**config.mk**
```make
export PLATFORM = sky130hd
export DESIGN_NAME = dsp_mac_feeder
export DESIGN_NICKNAME = d
export VERILOG_FILES = /design/src/rtl/dsp_pkg.sv /design/src/rtl/dsp_pipe_stage.sv /design/src/rtl/dsp_mac_feeder.sv
export SDC_FILE = /design/constraint.sdc
export NUM_CORES = 1
export LEC_CHECK = 0
export CORE_ASPECT_RATIO = 1.25
export CORE_MARGIN = 4
export CORE_UTILIZATION = 60
export DETAILED_ROUTE_END_ITERATION = 6
export GPL_TIMING_DRIVEN = 0
export PLACE_DENSITY_LB_ADDON = 0.1
export SETUP_SLACK_MARGIN = 0.5
export SLEW_MARGIN = 20
export SYNTH_ARGS = -nofsm -noshare
export SYNTH_HDL_FRONTEND = slang
export SYNTH_SLANG_ARGS = --single-unit
```
**constraint.sdc**
```tcl
create_clock -name clk -period 11.8 [get_ports clk]
set_input_delay 2.36 -clock clk [delete_from_list [all_inputs] [get_ports clk]]
set_output_delay 2.36 -clock clk [all_outputs]
set_load 0.02 [all_outputs]
```
**src/rtl/dsp_pkg.sv**
```systemverilog
// Shared definitions for the DSP multiply-accumulate feeder.
// Contents: default operand/counter/accumulator widths and the FSM state encoding.
package dsp_pkg;

    localparam int unsigned DEF_WIDTH = 18;
    localparam int unsigned DEF_CNT_W = 8;
    localparam int unsigned DEF_ACC_W = 48;

    typedef enum logic [1:0] {
        ST_IDLE  = 2'd0,
        ST_RUN   = 2'd1,
        ST_DRAIN = 2'd2,
        ST_DONE  = 2'd3
    } state_e;

endpackage

```
**src/rtl/dsp_pipe_stage.sv**
```systemverilog
// Generic pipeline register with synchronous active-high reset and load enable.
// Ports:
//   clk - clock (rising edge)
//   rst - synchronous reset, clears q
//   en  - load enable
//   d   - next value
//   q   - registered value
module dsp_pipe_stage #(
    parameter int unsigned W = 1
) (
    input  logic         clk,
    input  logic         rst,
    input  logic         en,
    input  logic [W-1:0] d,
    output logic [W-1:0] q
);

    always_ff @(posedge clk) begin
        if (rst) begin
            q <= '0;
        end else if (en) begin
            q <= d;
        end
    end

endmodule

```
**src/rtl/dsp_mac_feeder.sv**
```systemverilog
// Burst multiply-accumulate feeder: accepts len signed operand pairs, runs them
// through a 3-stage register/multiply/accumulate pipeline and presents the sum
// of products with a valid/ready handshake.
// Configuration macro: DSP_MAC_SATURATE_EN -- saturating accumulator with a
// sticky overflow flag; when undefined the accumulator wraps and out_ovf is 0.
// Ports:
//   clk, rst            - clock, synchronous active-high reset
//   start, len          - burst start request and number of operand pairs
//   in_valid, in_ready  - operand handshake; in_a/in_b signed operands
//   out_valid, out_ready- result handshake; out_p sum, out_ovf overflow flag
//   busy                - high whenever the FSM is not idle
module dsp_mac_feeder
    import dsp_pkg::*;
#(
    parameter int unsigned WIDTH = DEF_WIDTH,
    parameter int unsigned CNT_W = DEF_CNT_W,
    parameter int unsigned ACC_W = DEF_ACC_W
) (
    input  logic             clk,
    input  logic             rst,
    input  logic             start,
    input  logic [CNT_W-1:0] len,
    input  logic             in_valid,
    output logic             in_ready,
    input  logic [WIDTH-1:0] in_a,
    input  logic [WIDTH-1:0] in_b,
    output logic             out_valid,
    input  logic             out_ready,
    output logic [ACC_W-1:0] out_p,
    output logic             out_ovf,
    output logic             busy
);

    localparam int unsigned PROD_W = 2 * WIDTH;
    localparam int unsigned EXT_W  = ACC_W - PROD_W;

    state_e             state_q, state_d;
    logic [CNT_W-1:0]   cnt_q, cnt_d, cnt_inc_c;
    logic [CNT_W-1:0]   len_q, len_d;
    logic               in_ready_q, in_ready_d;
    logic               out_valid_q, out_valid_d;
    logic [ACC_W-1:0]   out_p_q, out_p_d;
    logic               ovf_q, ovf_d;
    logic               busy_q, busy_d;

    logic               beat_c;
    logic               acc_clr_c;
    logic [PROD_W-1:0]  ab_q;
    logic               v1_q, v2_q;
    logic signed [WIDTH-1:0]  a_s, b_s;
    logic signed [PROD_W-1:0] prod_d;
    logic [PROD_W-1:0]  prod_q;
    logic [ACC_W-1:0]   prod_ext_c, sum_c, acc_nxt_c, acc_d, acc_q;
`ifdef DSP_MAC_SATURATE_EN
    logic               ovf_c;
`endif

    assign beat_c = (state_q == ST_RUN) && in_ready_q && in_valid;

    // Stage 1: capture the operand pair on an accepted beat
    dsp_pipe_stage #(.W(PROD_W)) u_s1 (
        .clk(clk), .rst(rst), .en(beat_c), .d({in_a, in_b}), .q(ab_q)
    );
    dsp_pipe_stage #(.W(1)) u_v1 (
        .clk(clk), .rst(rst), .en(1'b1), .d(beat_c), .q(v1_q)
    );

    // Stage 2: signed product
    assign a_s    = $signed(ab_q[PROD_W-1:WIDTH]);
    assign b_s    = $signed(ab_q[WIDTH-1:0]);
    assign prod_d = PROD_W'(a_s) * PROD_W'(b_s);

    dsp_pipe_stage #(.W(PROD_W)) u_s2 (
        .clk(clk), .rst(rst), .en(v1_q), .d(prod_d), .q(prod_q)
    );
    dsp_pipe_stage #(.W(1)) u_v2 (
        .clk(clk), .rst(rst), .en(1'b1), .d(v1_q), .q(v2_q)
    );

    // Stage 3: accumulate, clamping on signed overflow when saturation is built in
    always_comb begin
        prod_ext_c = {{EXT_W{prod_q[PROD_W-1]}}, prod_q};
        sum_c      = acc_q + prod_ext_c;
`ifdef DSP_MAC_SATURATE_EN
        ovf_c = (acc_q[ACC_W-1] == prod_ext_c[ACC_W-1]) &&
                (sum_c[ACC_W-1] != acc_q[ACC_W-1]);
        if (ovf_c) begin
            acc_nxt_c = acc_q[ACC_W-1] ? {1'b1, {(ACC_W-1){1'b0}}}
                                       : {1'b0, {(ACC_W-1){1'b1}}};
        end else begin
            acc_nxt_c = sum_c;
        end
`else
        acc_nxt_c = sum_c;
`endif
        acc_d = acc_clr_c ? '0 : acc_nxt_c;
    end

    dsp_pipe_stage #(.W(ACC_W)) u_s3 (
        .clk(clk), .rst(rst), .en(v2_q | acc_clr_c), .d(acc_d), .q(acc_q)
    );

    // Burst control FSM next-state and registered-output logic
    always_comb begin
        state_d     = state_q;
        cnt_d       = cnt_q;
        len_d       = len_q;
        in_ready_d  = in_ready_q;
        out_valid_d = out_valid_q;
        out_p_d     = out_p_q;
        ovf_d       = ovf_q;
        acc_clr_c   = 1'b0;
        cnt_inc_c   = cnt_q + CNT_W'(1);

        case (state_q)
            ST_IDLE: begin
                if (start) begin
                    ovf_d = 1'b0;
                    if (len != '0) begin
                        len_d      = len;
                        cnt_d      = '0;
                        acc_clr_c  = 1'b1;
                        in_ready_d = 1'b1;
                        state_d    = ST_RUN;
                    end else begin
                        out_p_d     = '0;
                        out_valid_d = 1'b1;
                        state_d     = ST_DONE;
                    end
                end
            end
            ST_RUN: begin
                if (beat_c) begin
                    cnt_d = cnt_inc_c;
                    // equality compare lets len = all-ones run without wrap
                    if (cnt_inc_c == len_q) begin
                        in_ready_d = 1'b0;
                        state_d    = ST_DRAIN;
                    end
                end
            end
            ST_DRAIN: begin
                if (!v1_q && !v2_q) begin
                    out_p_d     = acc_q;
                    out_valid_d = 1'b1;
                    state_d     = ST_DONE;
                end
            end
            ST_DONE: begin
                if (out_ready) begin
                    out_valid_d = 1'b0;
                    state_d     = ST_IDLE;
                end
            end
            default: begin
                state_d = ST_IDLE;
            end
        endcase

`ifdef DSP_MAC_SATURATE_EN
        if (v2_q && ovf_c) begin
            ovf_d = 1'b1;
        end
`else
        ovf_d = 1'b0;
`endif
        busy_d = (state_d != ST_IDLE);
    end

    always_ff @(posedge clk) begin
        if (rst) begin
            state_q     <= ST_IDLE;
            cnt_q       <= '0;
            len_q       <= '0;
            in_ready_q  <= 1'b0;
            out_valid_q <= 1'b0;
            out_p_q     <= '0;
            ovf_q       <= 1'b0;
            busy_q      <= 1'b0;
        end else begin
            state_q     <= state_d;
            cnt_q       <= cnt_d;
            len_q       <= len_d;
            in_ready_q  <= in_ready_d;
            out_valid_q <= out_valid_d;
            out_p_q     <= out_p_d;
            ovf_q       <= ovf_d;
            busy_q      <= busy_d;
        end
    end

    assign in_ready  = in_ready_q;
    assign out_valid = out_valid_q;
    assign out_p     = out_p_q;
    assign out_ovf   = ovf_q;
    assign busy      = busy_q;

endmodule

```
==> reports/qor.txt <==
Post-placement cell count -> 3176
# H-tree levels -> 4
Crit path launch type -> flip-flop
FF+latch count, synth -> 191
Final Max Tran Viols -> 0
CTS Hold Bufs -> 0
Met3 WL -> 3396 um
Number of port buffers -> 99
LEAKAGE -> 11.03 nW
Crit path DAT -> 8080 ps
Cells after synthesis -> 2597
Crit Path Class -> flip-flop to flip-flop
Final Hold Vio Count -> 0
Asr flop ratio synth -> 0
Die Ht -> 222.4 um
GRT overflow -> 0
RSZ-0062 raised after global routing -> no
Synthesized Nets -> 3117
Setup WS pre-CTS -> 4121 ps
Most frequent cells in the layout -> 409 x inv_1, 339 x nand2_1, 330 x fa_1
Worst Hold Class -> flip-flop to flip-flop
First drt pass iteration count -> 5
Max VDD drop -> 0.0001076 V
Top Ports -> 101
Status -> finished, final reports clean
Period utilisation layout -> 0.6524
Top Metal Used -> met4
Setup TNS -> 0 ps
Top_reg_cell synth -> dfxtp_1
CTS tree -> yes
Pwr dens -> 56.13 nW/um2
Setup slack, reg-to-reg -> 4100 ps
Max_cap viols -> 0
Vias in the first global route -> 19082
Row count -> 78
Cell area after layout -> 24240 um2
R2R depth -> 24
Vias -> 18234
FILL cells -> 3141
Die Wd -> 179.5 um
Endpoint, Worst Hold -> out_p[32]$_SDFFE_PP0P_
Starting Density -> 0.6076
Post-synthesis sequential area ratio -> 0.1733
Slew headroom -> 0.3260
Die ar. -> 39920 um2
Largest net degree at the start of global routing -> 21
DR WL met2 -> 32040 um
Hold Slack -> 452.7 ps
Post-Syn Area -> 22060 um2
Minimum clock period after layout -> 7699 ps
First-pass GRT wire length -> 102400 um
Critical path fanouts, max -> 11
Hold Path Stages -> 2
Via/cell ratio -> 5.682
Total power -> 1.361 mW
Drt total wl -> 63410 um
Wirelength per Cell -> 19.76 um
Syn-to-layout area delta -> 9.903%
Netlist cell types -> 70
Worst Path Required -> 12180 ps
Commonest non-fill, non-tap cell in the layout -> inv_1
Overall Global Routing Usage -> 0.3236
DR iter-0 viols -> 1057
YS warnings -> 0
Syn Area/Cell -> 8.494 um2
Post-CTS setup buffers -> 0
Clk buf depth -> 2
Reg2Reg Launch Point -> u_s1.q[35]$_SDFFE_PP0P_
Util after Layout -> 0.6678
WL met1 -> 24730 um
Nets@finish -> 3235
Worst hold start -> out_p[32]$_SDFFE_PP0P_
Final setup violation count -> 0
Core ar. -> 36300 um2
Worst-path clk slew -> 80 ps
Worst skew pair latency -> 490 ps
Skew final -> 23.37 ps
Post-cts resize count -> 0
Antenna Nets Post-Route -> 0
Initial antenna violation count -> 0
Post-synth EDFFs -> 0
Placement Cell Area -> 23650 um2
Crit end category -> flip-flop
CTS root buffer -> clkbuf_16
Dpl hpwl -> 52460 um
Num CTS Buffers -> 17
Non-Filler Instances -> 3209
Share of cells above drive strength 1 -> 0.01979
Final worst slack -> 4101 ps
Routability Congestion -> 0.9872
Sink Count -> 191
Max Clk Rate -> 0.1299 GHz
DRC -> 0
Worst r2r dst -> u_s2.q[32]$_SDFFE_PP0P_
Worst Max-Slew Pin Slew -> 1011 ps
## metal layers
layer | global-route usage | up-vias
met5 | 0 | -
met4 | 0.1510 | 0
met3 | 0.04781 | 162
met2 | 0.5703 | 631
met1 | 0.3910 | 8922
li1 | - | 8519
## logic make-up (layout without fill, tap and decap cells)
group | Yosys count | after routing | synth area share
simple gates | 837 | 837 | 0.1806
buf+inv | 556 | 687 | 0.09517
fa+ha+maj | 471 | 471 | 0.3794
compound gates | 413 | 413 | 0.1166
flops | 191 | 191 | 0.1733
xor+xnor | 82 | 82 | 0.03380
mux | 46 | 46 | 0.02087
other cells | 1 | 2 | 0.0001700
## critical path: stages, from the launching register on
cell and delay (ps):
dfxtp_1 320, clkbuf_1 490, clkbuf_1 530, nand2_1 170, inv_1 170, fa_1 460, inv_1 200, fa_1 450
inv_1 90, ha_1 450, inv_1 290, fa_1 560, inv_1 50, fa_1 570, fa_1 430, ha_1 380
nand2_1 80, or2_2 330, or3_1 400, nor2_1 150, o21ai_0 200, o211ai_1 230, o31ai_1 180, xnor2_1 160
a211oi_1 240
## sequential cells by signal, indices dropped and copies added, names as in the netlist
register	cells
u_v1.q	1
out_valid	1
in_ready	1
u_v2.q	1
u_s3.q	48
cnt_q	8
len_q	8
busy	1
state_q	2
u_s2.q	36
out_p	48
u_s1.q	36
## synth_stat cells (13+ instances only)
| cell type | n | area [um2] |
|---|---|---|
| o21a_1 | 13 | 97.59 |
| inv_1 | 409 | 1535 |
| xnor2_1 | 49 | 429.2 |
| a211oi_1 | 19 | 142.6 |
| fa_1 | 330 | 6606 |
| a21o_1 | 47 | 352.8 |
| nor3_1 | 14 | 70.07 |
| a21oi_1 | 178 | 890.9 |
| and2_1 | 170 | 1064 |
| nand2b_1 | 17 | 106.4 |
| nand3_1 | 92 | 460.4 |
| mux2i_1 | 46 | 460.4 |
| ha_1 | 141 | 1764 |
| o21ai_0 | 60 | 300.3 |
| a31oi_1 | 13 | 81.33 |
| dfxtp_1 | 191 | 3824 |
| xor2_1 | 31 | 271.5 |
| nand2_1 | 339 | 1272 |
| clkbuf_1 | 136 | 510.5 |
| nand4_1 | 13 | 81.33 |
| nor2_1 | 128 | 480.5 |
## how the worst max path moves through the flow
stage	start	end	slack, ps
floorplan	u_s1.q[35]$_SDFFE_PP0P_	u_s2.q[31]$_SDFFE_PP0P_	5580
CTS	u_s1.q[35]$_SDFFE_PP0P_	u_s2.q[32]$_SDFFE_PP0P_	4060
finish	u_s1.q[35]$_SDFFE_PP0P_	u_s2.q[32]$_SDFFE_PP0P_	4100
global route	u_s1.q[35]$_SDFFE_PP0P_	u_s2.q[32]$_SDFFE_PP0P_	3590
detailed placement	u_s1.q[35]$_SDFFE_PP0P_	u_s2.q[32]$_SDFFE_PP0P_	4120
global placement	u_s1.q[35]$_SDFFE_PP0P_	u_s2.q[32]$_SDFFE_PP0P_	4260
## layout make-up
type | count | area, um2 | area share
Antenna cell | 1 | 2.502 | 0.0001032
Clock buffer | 17 | 425.4 | 0.01755
Sequential cell | 191 | 3824 | 0.1577
Inverter | 409 | 1535 | 0.06332
Buffer | 147 | 564.3 | 0.02328
Clock inverter | 15 | 165.2 | 0.006812
Timing Repair Buffer | 99 | 991.0 | 0.04087
Tap cell | 480 | 600.6 | 0.02477
Multi-Input combinational cell | 1850 | 16140 | 0.6656
## power breakdown
| part | switching (mW) | leakage, nW | total (mW) | internal [mW] |
|---|---|---|---|---|
| sequential | 0.00558 | 1.54 | 0.655 | 0.649 |
| combinational | 0.0725 | 9.20 | 0.112 | 0.0395 |
| clock | 0.310 | 0.287 | 0.594 | 0.284 |
| total | 0.388 | 11.0 | 1.36 | 0.973 |
Note: power is estimated with default switching activity, not from simulation.
==> variant (same settings) <==
`DEF_ACC_W`: 48 -> 40.
--- a/src/rtl/dsp_pkg.sv
+++ b/src/rtl/dsp_pkg.sv
@@ -4,7 +4,7 @@
 
     localparam int unsigned DEF_WIDTH = 18;
     localparam int unsigned DEF_CNT_W = 8;
-    localparam int unsigned DEF_ACC_W = 48;
+    localparam int unsigned DEF_ACC_W = 40;
 
     typedef enum logic [1:0] {
         ST_IDLE  = 2'd0,
Ports: changed (resized out_p); port bits go from 101 to 93. No check against the original RTL was run, so the function may have changed too.
==> variant against the unedited design <==
  * Sequential share of layout area decreased by 0.32 points
  * Combinational power decreased by 4%
  * Worst setup slack got worse by 0.024 ns
  * Count of clock-buffer cells in the layout increased by 3
  * Final area decreased by 6.5%
  * Via count decreased by 7.8%
  * Synthesized area decreased by 6.2%
  * Wire length decreased by 8.4%
  * Power decreased by 7.2%
  * Sequential power decreased by 8.2%
  * Sequential cell count decreased by 16
  * Maximum frequency decreased by 0.31%
  * Largest cell class unchanged
  * Highest routed layer unchanged
==> variant: results (changes against the unedited design) <==
The length of the first detailed-routing pass in iterations was 5 (unchanged); the mean post-synth cell area was 8.60 µm² (+1.2%). The share of flip-flops with an asynchronous set or reset after synthesis is 0% (unchanged), and the share of layout cells above drive strength 1 is 2.10% (+0.12 points). Cell count after placement: 2920 (-8.1%). By count the netlist is led by 408 x inv_1, 330 x fa_1, 318 x nand2_1.

The count of buffers inserted at the top-level ports was 90 (-9.1%). Aggregate global-route resource usage: 32.0% (-0.37 points). Among all stages on the critical path, the largest delay is contributed by clkbuf_1. The per-cell routed wire length came out at 19.7 µm (-0.50%). Clock tree synthesis selected as its root buffer the cell clkbuf_16. The count of H-tree levels built during CTS was 4 (unchanged); the adder-cell share of the synthesized area was 40.0% (+2.0 points). The total leakage power came out at 10.4 nW (-6.0%). The largest fanout on the critical path was 11 (unchanged). The number of antenna violations at the first check in global routing was 0 (unchanged). The worst setup path is launched from a flop.

The pin count of the biggest net entering global routing is 17 (-19%), and the largest stage delay on the critical path is 0.68 ns (+0.11 ns). The tools report the highest ir drop seen on vdd as 0.0000906 V (-16%). The via count of the first global-routing pass is 17900 (-6.0%). The top flip-flop cell by instance count after synthesis is dfxtp_1. The share of cell area taken by muxes after synthesis works out to 2.37% (+0.28 points). The tools report the share of synthesized area occupied by flip-flops and latches as 16.9% (-0.40 points). In this run the most critical hold path is launched from out_p[11]. The run gives 3028 (-6.4%) as the number of nets at the end of the flow. For the number of setup buffers added after CTS, the log shows 0 (unchanged). The worst reg2reg path startpoint was u_s1.q[25]. Initial detailed-routing violation count: 1024 (-3.1%).

The xor and xnor area share after synthesis came out at 2.71% (-0.67 points). The wire length of the first global-routing pass is 94700 µm (-7.5%), and the mean number of vias per cell is 5.69 (+0.19%). The worst-margin pin slew was 1.01 ns (-0.00415 ns). The number of distinct library cells after synthesis was 72 (+2.9%). The post-detailed-placement cell area was 22100 µm² (-6.5%). Among cell families on the critical path, the largest total delay comes from adder cells. The number of cells in the finished layout apart from fillers is 2953 (-8.0%), and the count of yosys warnings during synthesis is 0 (unchanged). The tools report the clock latency at the later pin of the worst-skew pair as 0.46 ns (-0.03 ns). Sorting the synthesized cells by area gives the leading types as fa_1 32%, dfxtp_1 17%, ha_1 8.0%.

The post-place setup slack was 4.26 ns (+0.138 ns); the clock tree skew after final layout was 0.0179 ns (-0.00551 ns). The flow ran to the end, and the final reports show no timing, DRC or antenna violations. The final weighted congestion of routability-driven global placement is 0.955 (-3.3%).

The internal power consumption was 915 µW (-6.0%). The number of clock buffers inserted by TritonCTS is 17 (unchanged), and the detailed-placement wirelength estimate is 47300 µm (-9.8%). The complex-gate fraction of the synthesized area works out to 10.6% (-1.1 points).
==> variant: cell count changes after synthesis, sizes merged, moves of 11 or more <==
cell	unedited run	this run
a21oi	178	160
dfxtp	191	175
nand3	92	73
nor3	14	25
a21o	48	30
xor2	31	20
o21a	13	24
clkbuf	136	114
nand2	339	318
==> variant: layout make-up <==
type	instances	area (µm²)
multi-input combinational	1697	15200
fill	2844	11100
sequential	175	3500
inverter	409	1540
timing repair buffer	90	901
tap	423	529
buffer	126	482
clock buffer	20	447
clock inverter	12	103
antenna	1	2.50
==> variant: power by group through the flow <==
| stage | Clock, mW | Sequential [mW] | Combinational, mW |
|---|---|---|---|
| global route | 0.588 | 0.601 | 0.116 |
| detailed placement | 0 | 0.614 | 0.106 |
| floorplan | 0 | 0.613 | 0.0553 |
| finish | 0.555 | 0.601 | 0.108 |
| global placement | 0 | 0.614 | 0.105 |
| CTS | 0.565 | 0.600 | 0.107 |
==> variant: path summary, 6_finish.rpt <==
check,end,slack [ns],cells after the start
worst min-delay path,out_p[11],0.46,2
worst min register to register,out_p[11],0.46,2
worst max-delay path,u_s2.q[35],4.08,21
worst max register to register,u_s2.q[35],4.08,21
==> variant: cell families after synthesis <==
kind of cell    count (synthesis)
simple gates                  773
buf+inv                       535
fa+ha+maj                     463
compound gates                347
flops                         175
xor+xnor                       64
mux                            49
other cells                     1
==> variant: tightest hold or removal path: stages (launching register included) <==
cell	delay, ns
dfxtp_1	0.31
nand2_1	0.05
a21oi_1	0.05
==> variant: metal layers <==
metal	up-vias	routed length [µm]	GRT usage (%)
met5	-	0	0
met4	0	3420	16.3
met3	194	3590	5.65
met2	586	28700	55.6
met1	8267	22400	38.2
li1	7765	-	-
